$ cat config.mk
export PLATFORM = sky130hd
export DESIGN_NAME = sprite_rom_arbiter_flat
export DESIGN_NICKNAME = d
export VERILOG_FILES = /design/src/rtl/sprite_rom_arbiter_if.sv /design/src/rtl/sprite_rom_arbiter.sv /design/src/flat_wrapper.sv
export SDC_FILE = /design/constraint.sdc
export NUM_CORES = 1
export LEC_CHECK = 0
export CAP_MARGIN = 20
export CORE_AREA = 5 5 63 79
export CTS_CLUSTER_SIZE = 8
export DETAILED_ROUTE_END_ITERATION = 16
export DIE_AREA = 0 0 68 84
export GPL_TIMING_DRIVEN = 0
export PLACE_DENSITY = 0.72
export SYNTH_ARGS = -nofsm -noshare
export SYNTH_HDL_FRONTEND = slang
export SYNTH_SLANG_ARGS = --single-unit
$ cat constraint.sdc
create_clock -name i_vga_clk -period 2.6 [get_ports i_vga_clk]
set_input_delay 0.52 -clock i_vga_clk [delete_from_list [all_inputs] [get_ports i_vga_clk]]
set_output_delay 0.52 -clock i_vga_clk [all_outputs]
set_load 0.03 [all_outputs]
$ cat src/rtl/sprite_rom_arbiter_if.sv
// Requester-side bus of the sprite ROM arbiter: level requests, per-requester burst
// base addresses, grant pulse and the tagged read-data return path.
interface sprite_rom_arbiter_if #(
  parameter int NUM_REQ = 4,
  parameter int AW      = 8,
  parameter int DW      = 4
);
  logic [NUM_REQ-1:0]    req;
  logic [NUM_REQ*AW-1:0] base_addr;
  logic [NUM_REQ-1:0]    gnt;
  logic [NUM_REQ-1:0]    rd_valid;
  logic [DW-1:0]         rd_data;
  logic                  rd_last;
  logic                  busy;

  modport master (
    output req, base_addr,
    input  gnt, rd_valid, rd_data, rd_last, busy
  );

  modport slave (
    input  req, base_addr,
    output gnt, rd_valid, rd_data, rd_last, busy
  );
endinterface

$ cat src/rtl/sprite_rom_arbiter.sv
// Round-robin arbiter sharing one negedge-clocked sprite ROM among NUM_REQ row fetchers.
// Optional macro SPRITE_ARB_PRIO0_EN gives requester 0 absolute priority at arbitration.
//
// state   | meaning
// S_IDLE  | arbitration cycle; a winner gets gnt and beat 0 is issued at the clock edge
// S_ISSUE | issuing beats 1..BURST_LEN-1, one per cycle
module sprite_rom_arbiter #(
  parameter int NUM_REQ   = 4,
  parameter int AW        = 8,
  parameter int DW        = 4,
  parameter int BURST_LEN = 16,
  parameter int ROM_LAT   = 1
) (
  input  logic                 i_vga_clk,
  input  logic                 i_reset,
  sprite_rom_arbiter_if.slave  io_req_bus,
  output logic [AW-1:0]        o_rom_address,
  input  logic [DW-1:0]        i_rom_q
);
  localparam int PW = $clog2(NUM_REQ);
  localparam int CW = $clog2(BURST_LEN + 1);

  typedef enum logic {S_IDLE, S_ISSUE} state_t;

  state_t             r_state, w_state_nxt;
  logic [PW-1:0]      r_rr_ptr, w_rr_ptr_nxt;
  logic [AW-1:0]      r_addr, w_addr_nxt;
  logic [CW-1:0]      r_left, w_left_nxt;
  logic [PW-1:0]      r_id, w_id_nxt;
  logic [NUM_REQ-1:0] w_gnt;
  logic               w_issue, w_issue_last;
  logic [PW-1:0]      w_issue_id;
  logic [PW-1:0]      w_idx, w_win;
  logic               w_found;

  logic [ROM_LAT-1:0] r_pv, r_pl;
  logic [PW-1:0]      r_pid [ROM_LAT];
  logic [NUM_REQ-1:0] r_rd_valid, w_rd_valid_nxt;
  logic [DW-1:0]      r_rd_data;
  logic               r_rd_last;

  // Winner: first requesting bit scanning upward from rr_ptr, wrapping at NUM_REQ.
  always_comb begin
    w_found = 1'b0;
    w_win   = '0;
    w_idx   = '0;
    for (int i = 0; i < NUM_REQ; i++) begin
      w_idx = PW'((int'(r_rr_ptr) + i) % NUM_REQ);
      if (!w_found && io_req_bus.req[w_idx]) begin
        w_found = 1'b1;
        w_win   = w_idx;
      end
    end
`ifdef SPRITE_ARB_PRIO0_EN
    if (io_req_bus.req[0]) begin
      w_found = 1'b1;
      w_win   = '0;
    end
`endif
  end

  always_comb begin
    w_state_nxt  = r_state;
    w_rr_ptr_nxt = r_rr_ptr;
    w_addr_nxt   = r_addr;
    w_left_nxt   = r_left;
    w_id_nxt     = r_id;
    w_gnt        = '0;
    w_issue      = 1'b0;
    w_issue_last = 1'b0;
    w_issue_id   = r_id;
    case (r_state)
      S_IDLE: begin
        if (w_found && !i_reset) begin
          w_gnt[w_win] = 1'b1;
          w_addr_nxt   = io_req_bus.base_addr[w_win*AW +: AW];
          w_id_nxt     = w_win;
          w_issue      = 1'b1;
          w_issue_id   = w_win;
`ifdef SPRITE_ARB_PRIO0_EN
          if (w_win != '0)
            w_rr_ptr_nxt = (w_win == PW'(NUM_REQ - 1)) ? '0 : w_win + 1'b1;
`else
          w_rr_ptr_nxt = (w_win == PW'(NUM_REQ - 1)) ? '0 : w_win + 1'b1;
`endif
          if (BURST_LEN == 1) begin
            w_issue_last = 1'b1;
          end else begin
            w_left_nxt  = CW'(BURST_LEN - 1);
            w_state_nxt = S_ISSUE;
          end
        end
      end
      S_ISSUE: begin
        w_addr_nxt = r_addr + 1'b1;
        w_left_nxt = r_left - 1'b1;
        w_issue    = 1'b1;
        if (r_left == CW'(1)) begin
          w_issue_last = 1'b1;
          w_state_nxt  = S_IDLE;
        end
      end
      default: w_state_nxt = S_IDLE;
    endcase
  end

  always_ff @(posedge i_vga_clk) begin
    if (i_reset) begin
      r_state  <= S_IDLE;
      r_rr_ptr <= '0;
      r_addr   <= '0;
      r_left   <= '0;
      r_id     <= '0;
    end else begin
      r_state  <= w_state_nxt;
      r_rr_ptr <= w_rr_ptr_nxt;
      r_addr   <= w_addr_nxt;
      r_left   <= w_left_nxt;
      r_id     <= w_id_nxt;
    end
  end

  // Tag stage 0 lines up with the beat on o_rom_address; the last stage meets its rom_q.
  always_ff @(posedge i_vga_clk) begin
    if (i_reset) begin
      r_pv <= '0;
      r_pl <= '0;
      for (int i = 0; i < ROM_LAT; i++) r_pid[i] <= '0;
    end else begin
      r_pv[0]  <= w_issue;
      r_pl[0]  <= w_issue_last;
      r_pid[0] <= w_issue_id;
      for (int i = 1; i < ROM_LAT; i++) begin
        r_pv[i]  <= r_pv[i-1];
        r_pl[i]  <= r_pl[i-1];
        r_pid[i] <= r_pid[i-1];
      end
    end
  end

  always_comb begin
    w_rd_valid_nxt = '0;
    if (r_pv[ROM_LAT-1]) w_rd_valid_nxt[r_pid[ROM_LAT-1]] = 1'b1;
  end

  always_ff @(posedge i_vga_clk) begin
    if (i_reset) begin
      r_rd_valid <= '0;
      r_rd_data  <= '0;
      r_rd_last  <= 1'b0;
    end else begin
      r_rd_valid <= w_rd_valid_nxt;
      r_rd_data  <= i_rom_q;
      r_rd_last  <= r_pv[ROM_LAT-1] & r_pl[ROM_LAT-1];
    end
  end

  assign o_rom_address       = r_addr;
  assign io_req_bus.gnt      = w_gnt;
  assign io_req_bus.rd_valid = r_rd_valid;
  assign io_req_bus.rd_data  = r_rd_data;
  assign io_req_bus.rd_last  = r_rd_last;
  assign io_req_bus.busy     = (r_state == S_ISSUE) | (|r_pv);
endmodule

$ cat src/flat_wrapper.sv
// flat-port wrapper written by rule: the top's interface ports become plain ports
module sprite_rom_arbiter_flat 
#(
  parameter int NUM_REQ   = 4,
  parameter int AW        = 8,
  parameter int DW        = 4,
  parameter int BURST_LEN = 16,
  parameter int ROM_LAT   = 1
)
  (i_vga_clk, i_reset, o_rom_address, i_rom_q, io_req_bus_req, io_req_bus_base_addr, io_req_bus_gnt, io_req_bus_rd_valid, io_req_bus_rd_data, io_req_bus_rd_last, io_req_bus_busy);
  sprite_rom_arbiter_if #(.NUM_REQ(NUM_REQ), .AW(AW), .DW(DW)) io_req_bus_i ();
  input  logic i_vga_clk;
  input  logic i_reset;
  output logic [AW-1:0] o_rom_address;
  input  logic [DW-1:0] i_rom_q;
  input wire logic [$bits(io_req_bus_i.req)-1:0] io_req_bus_req;
  input wire logic [$bits(io_req_bus_i.base_addr)-1:0] io_req_bus_base_addr;
  output wire logic [$bits(io_req_bus_i.gnt)-1:0] io_req_bus_gnt;
  output wire logic [$bits(io_req_bus_i.rd_valid)-1:0] io_req_bus_rd_valid;
  output wire logic [$bits(io_req_bus_i.rd_data)-1:0] io_req_bus_rd_data;
  output wire logic [$bits(io_req_bus_i.rd_last)-1:0] io_req_bus_rd_last;
  output wire logic [$bits(io_req_bus_i.busy)-1:0] io_req_bus_busy;
  assign io_req_bus_i.req = io_req_bus_req;
  assign io_req_bus_i.base_addr = io_req_bus_base_addr;
  assign io_req_bus_gnt = io_req_bus_i.gnt;
  assign io_req_bus_rd_valid = io_req_bus_i.rd_valid;
  assign io_req_bus_rd_data = io_req_bus_i.rd_data;
  assign io_req_bus_rd_last = io_req_bus_i.rd_last;
  assign io_req_bus_busy = io_req_bus_i.busy;
  sprite_rom_arbiter #(.NUM_REQ(NUM_REQ), .AW(AW), .DW(DW), .BURST_LEN(BURST_LEN), .ROM_LAT(ROM_LAT)) u_core (.i_vga_clk(i_vga_clk), .i_reset(i_reset), .io_req_bus(io_req_bus_i), .o_rom_address(o_rom_address), .i_rom_q(i_rom_q));
endmodule
==> run metrics, run 1 <==
final core occ=between 50% and 60%; clk sinks=29; flops & latches, synth=29; CP bufs+invs=3; largest net degree at the start of global routing=11; Final Skew=between 0.003 and 0.004 ns; aggregate global-route resource usage=~17%; Clock Latency Late Sink=approximately 0.28 ns; syn avg cell area=around 9 um2; hold path start=u_core.r_pl; WL/cell=roughly 14 um; critical path endpoint category=output port; CTS tree=yes; met1 Usage GRT=roughly 17%; Slew Limit Headroom=66.4%; status=finished clean; Critical Path RT=2.08 ns; Top-Level Pins=between 60 and 70; Die Height=84 um; core area=4220 um2; GP Congestion=roughly 0.90; hold_buf cts=0; crit path launch=io_req_bus_req[0]; max incr delay on CP=approximately 0.52 ns; Fin Hold WS=approximately 0.43 ns; vias in the first global route=1532; max-slew violation count=0; met3 Resource Use GR=around 4.3%; commonest non-fill, non-tap cell in the layout=clkdlybuf4s50_1; fin crit share=96.1%; register area=between 500 and 600 um2; worst-path cell chain=clkbuf_4, nor2b_4, or4_4, and2_4, inv_4, ha_2, and2_4, buf_6; final setup violation count=0; Final Hold Viols=0; register area share after synthesis=between 30% and 40%; Diodes inserted=0; most used cell, CP=and2_4; CP arrival=just under 2 ns; VDD IR max=approximately 0.00025 V; first-pass detailed-route iteration total=4; Max Cap Viol=0; fraction of layout cells with a size suffix above 1=between 15 and 20%; pwr dens=between 500 and 600 nW/um2; first-pass GRT wire length=between 7 and 8 mm; worst r2r src=u_core.r_rr_ptr[0]; worst hold path type=reg -> reg; CP max-delay cell=or4_4; initial core utilization=37.7%; grt peak-use layer=met2; # fillers=around 400; ys async rst share=0%; number of H-tree levels=2; cell family with most CP delay=simple AND/OR/NAND/NOR gates; Final WS setup=between 0.1 and 0.15 ns; M2 GR Usage=30.4%; CTS Buf Count=5; Multi-input gate area=973 um2; Final min period=between 2 and 2.5 ns; Least-Margin Pin Slew=between 0.5 and 0.6 ns; critical path class=in -> out; P_leak=between 0.9 and 1 nW; DRC=0; cell area after synthesis=1590 um2; Syn-to-layout area delta=50.7%; root buf cell=clkbuf_8; Yosys warnings=0; Final ANT Viol Nets=0; Startpoint Class=primary input; clk slew on worst S/H paths=approximately 0.060 ns; Worst Path Max Fanout=6; GR Overflow Total=0; Netlist cell types=48; Total Wirelength=4.49 mm; post-DP HPWL=3.54 mm; PortBufs=62; Via density=between 5 and 6; clk buf depth=2; row count=27; Mapped Cells=181; nets@finish=just under 300; commonest non-fill, non-tap cells in the layout=clkdlybuf4s50_1, dfxtp_1, nor2_1; initial DRC count=slightly above 60; Die W=68 um; Die Area=5710 um2; initial antenna violation count=0; Most used DFF post-synth=dfxtp_1; pre-CTS WS=-1.17 ns; EDFF count, synth=0; post-synth net total=227; via count=approximately 1600; RSZ-0062 raised after global routing=false; Max Freq=0.400 GHz
cell type report:
cell class / count / share of cell area (%)
inverters: 8 / 1.36
clock buffers: 6 / 3.03
well taps: 58 / 3.03
repair buffers: 64 / 25.7
clock inverters: 2 / 0.417
plain buffers: 6 / 1.72
flip-flops and latches: 29 / 24.2
multi-input cells: 137 / 40.6
cells by family (layout without fill, tap and decap cells):
kind of cell | Yosys count | after routing | synth area share [%]
and+or+nand+nor | 72 | 72 | 24.7
buffers and inverters | 15 | 86 | 5.03
adders and majority gates | 4 | 4 | 3.14
AOI/OAI and AO/OA | 45 | 45 | 19.6
DFF | 29 | 29 | 36.5
muxes | 16 | 16 | 11.1
metrics by stage:
stage | instance area, um2 | cells | setup TNS (ns) | power, mW
after floorplan | 1590 | 181 | 0 | 0.812
after global placement | 2280 | 301 | -7.62 | 0.985
after detailed placement | 2280 | 301 | -7.63 | 0.991
after CTS | 2410 | 311 | 0 | 1.35
after global routing | 2400 | 310 | 0 | 1.41
final | 2400 | 310 | 0 | 1.34
cells in the mapped netlist, types with 3 or more instances:
| cell | instances | area share [%] |
|---|---|---|
| a211oi_1 | 6 | 2.8 |
| a21oi_1 | 12 | 3.8 |
| a31oi_1 | 3 | 1.2 |
| and2_1 | 4 | 1.6 |
| and3_1 | 4 | 1.6 |
| clkbuf_1 | 5 | 1.2 |
| dfxtp_1 | 29 | 36 |
| ha_1 | 4 | 3.1 |
| inv_1 | 7 | 1.7 |
| mux2_2 | 5 | 3.5 |
| mux2i_1 | 9 | 5.7 |
| nand2_1 | 13 | 3.1 |
| nand2b_1 | 3 | 1.2 |
| nand3_1 | 5 | 1.6 |
| nor2_1 | 14 | 3.3 |
| nor2b_1 | 7 | 2.8 |
| nor3_1 | 10 | 3.1 |
| o21ai_0 | 4 | 1.3 |
power breakdown:
part | switching, mW | total, mW | internal (mW)
clock network | 0.166 | 0.351 | 0.185
registers | 0.0504 | 0.536 | 0.486
logic | 0.220 | 0.448 | 0.228
total | 0.437 | 1.34 | 0.899
sequential cells by signal, summed over array words and instances, names as in the netlist:
register	flops
u_core.r_state	1
u_core.r_pid	2
u_core.io_req_bus.rd_last	1
u_core.io_req_bus.rd_valid	4
u_core.o_rom_address	8
u_core.r_pl	1
u_core.r_pv	1
u_core.r_left	5
u_core.r_rr_ptr	2
u_core.io_req_bus.rd_data	4
timing repair:
| item | CTS | global route |
|---|---|---|
| pin swaps | 4 | 2 |
| setup endpoints to repair | 8 | 3 |
| gates resized for setup | 41 | 7 |
| buffers inserted | 2 | 0 |
layer usage:
metal	up-vias	routed length, um
met4	0	78
met1	731	1690
li1	800	-
met2	35	2490
met5	-	0
met3	6	229
final timing paths:
check | to | slack [ns] | depth (start not counted)
min | u_core.io_req_bus.rd_last | 0.43 | 1
max | io_req_bus_gnt[3] | 0.10 | 8
min reg2reg | u_core.io_req_bus.rd_last | 0.43 | 1
max reg2reg | u_core.o_rom_address[6] | 0.59 | 7
Power figures use the tool's default switching activity.
==> inputs of run 2 (changes only) <==
--- a/config.mk
+++ b/config.mk
@@ -7,6 +7,7 @@
 export LEC_CHECK = 0
 export CAP_MARGIN = 20
 export CORE_AREA = 5 5 63 79
+export CTS_CLUSTER_DIAMETER = 30
 export CTS_CLUSTER_SIZE = 8
 export DETAILED_ROUTE_END_ITERATION = 16
 export DIE_AREA = 0 0 68 84
==> results of run 2 <==
No change in the layout: final DEF, timing and power equal those of run 1.
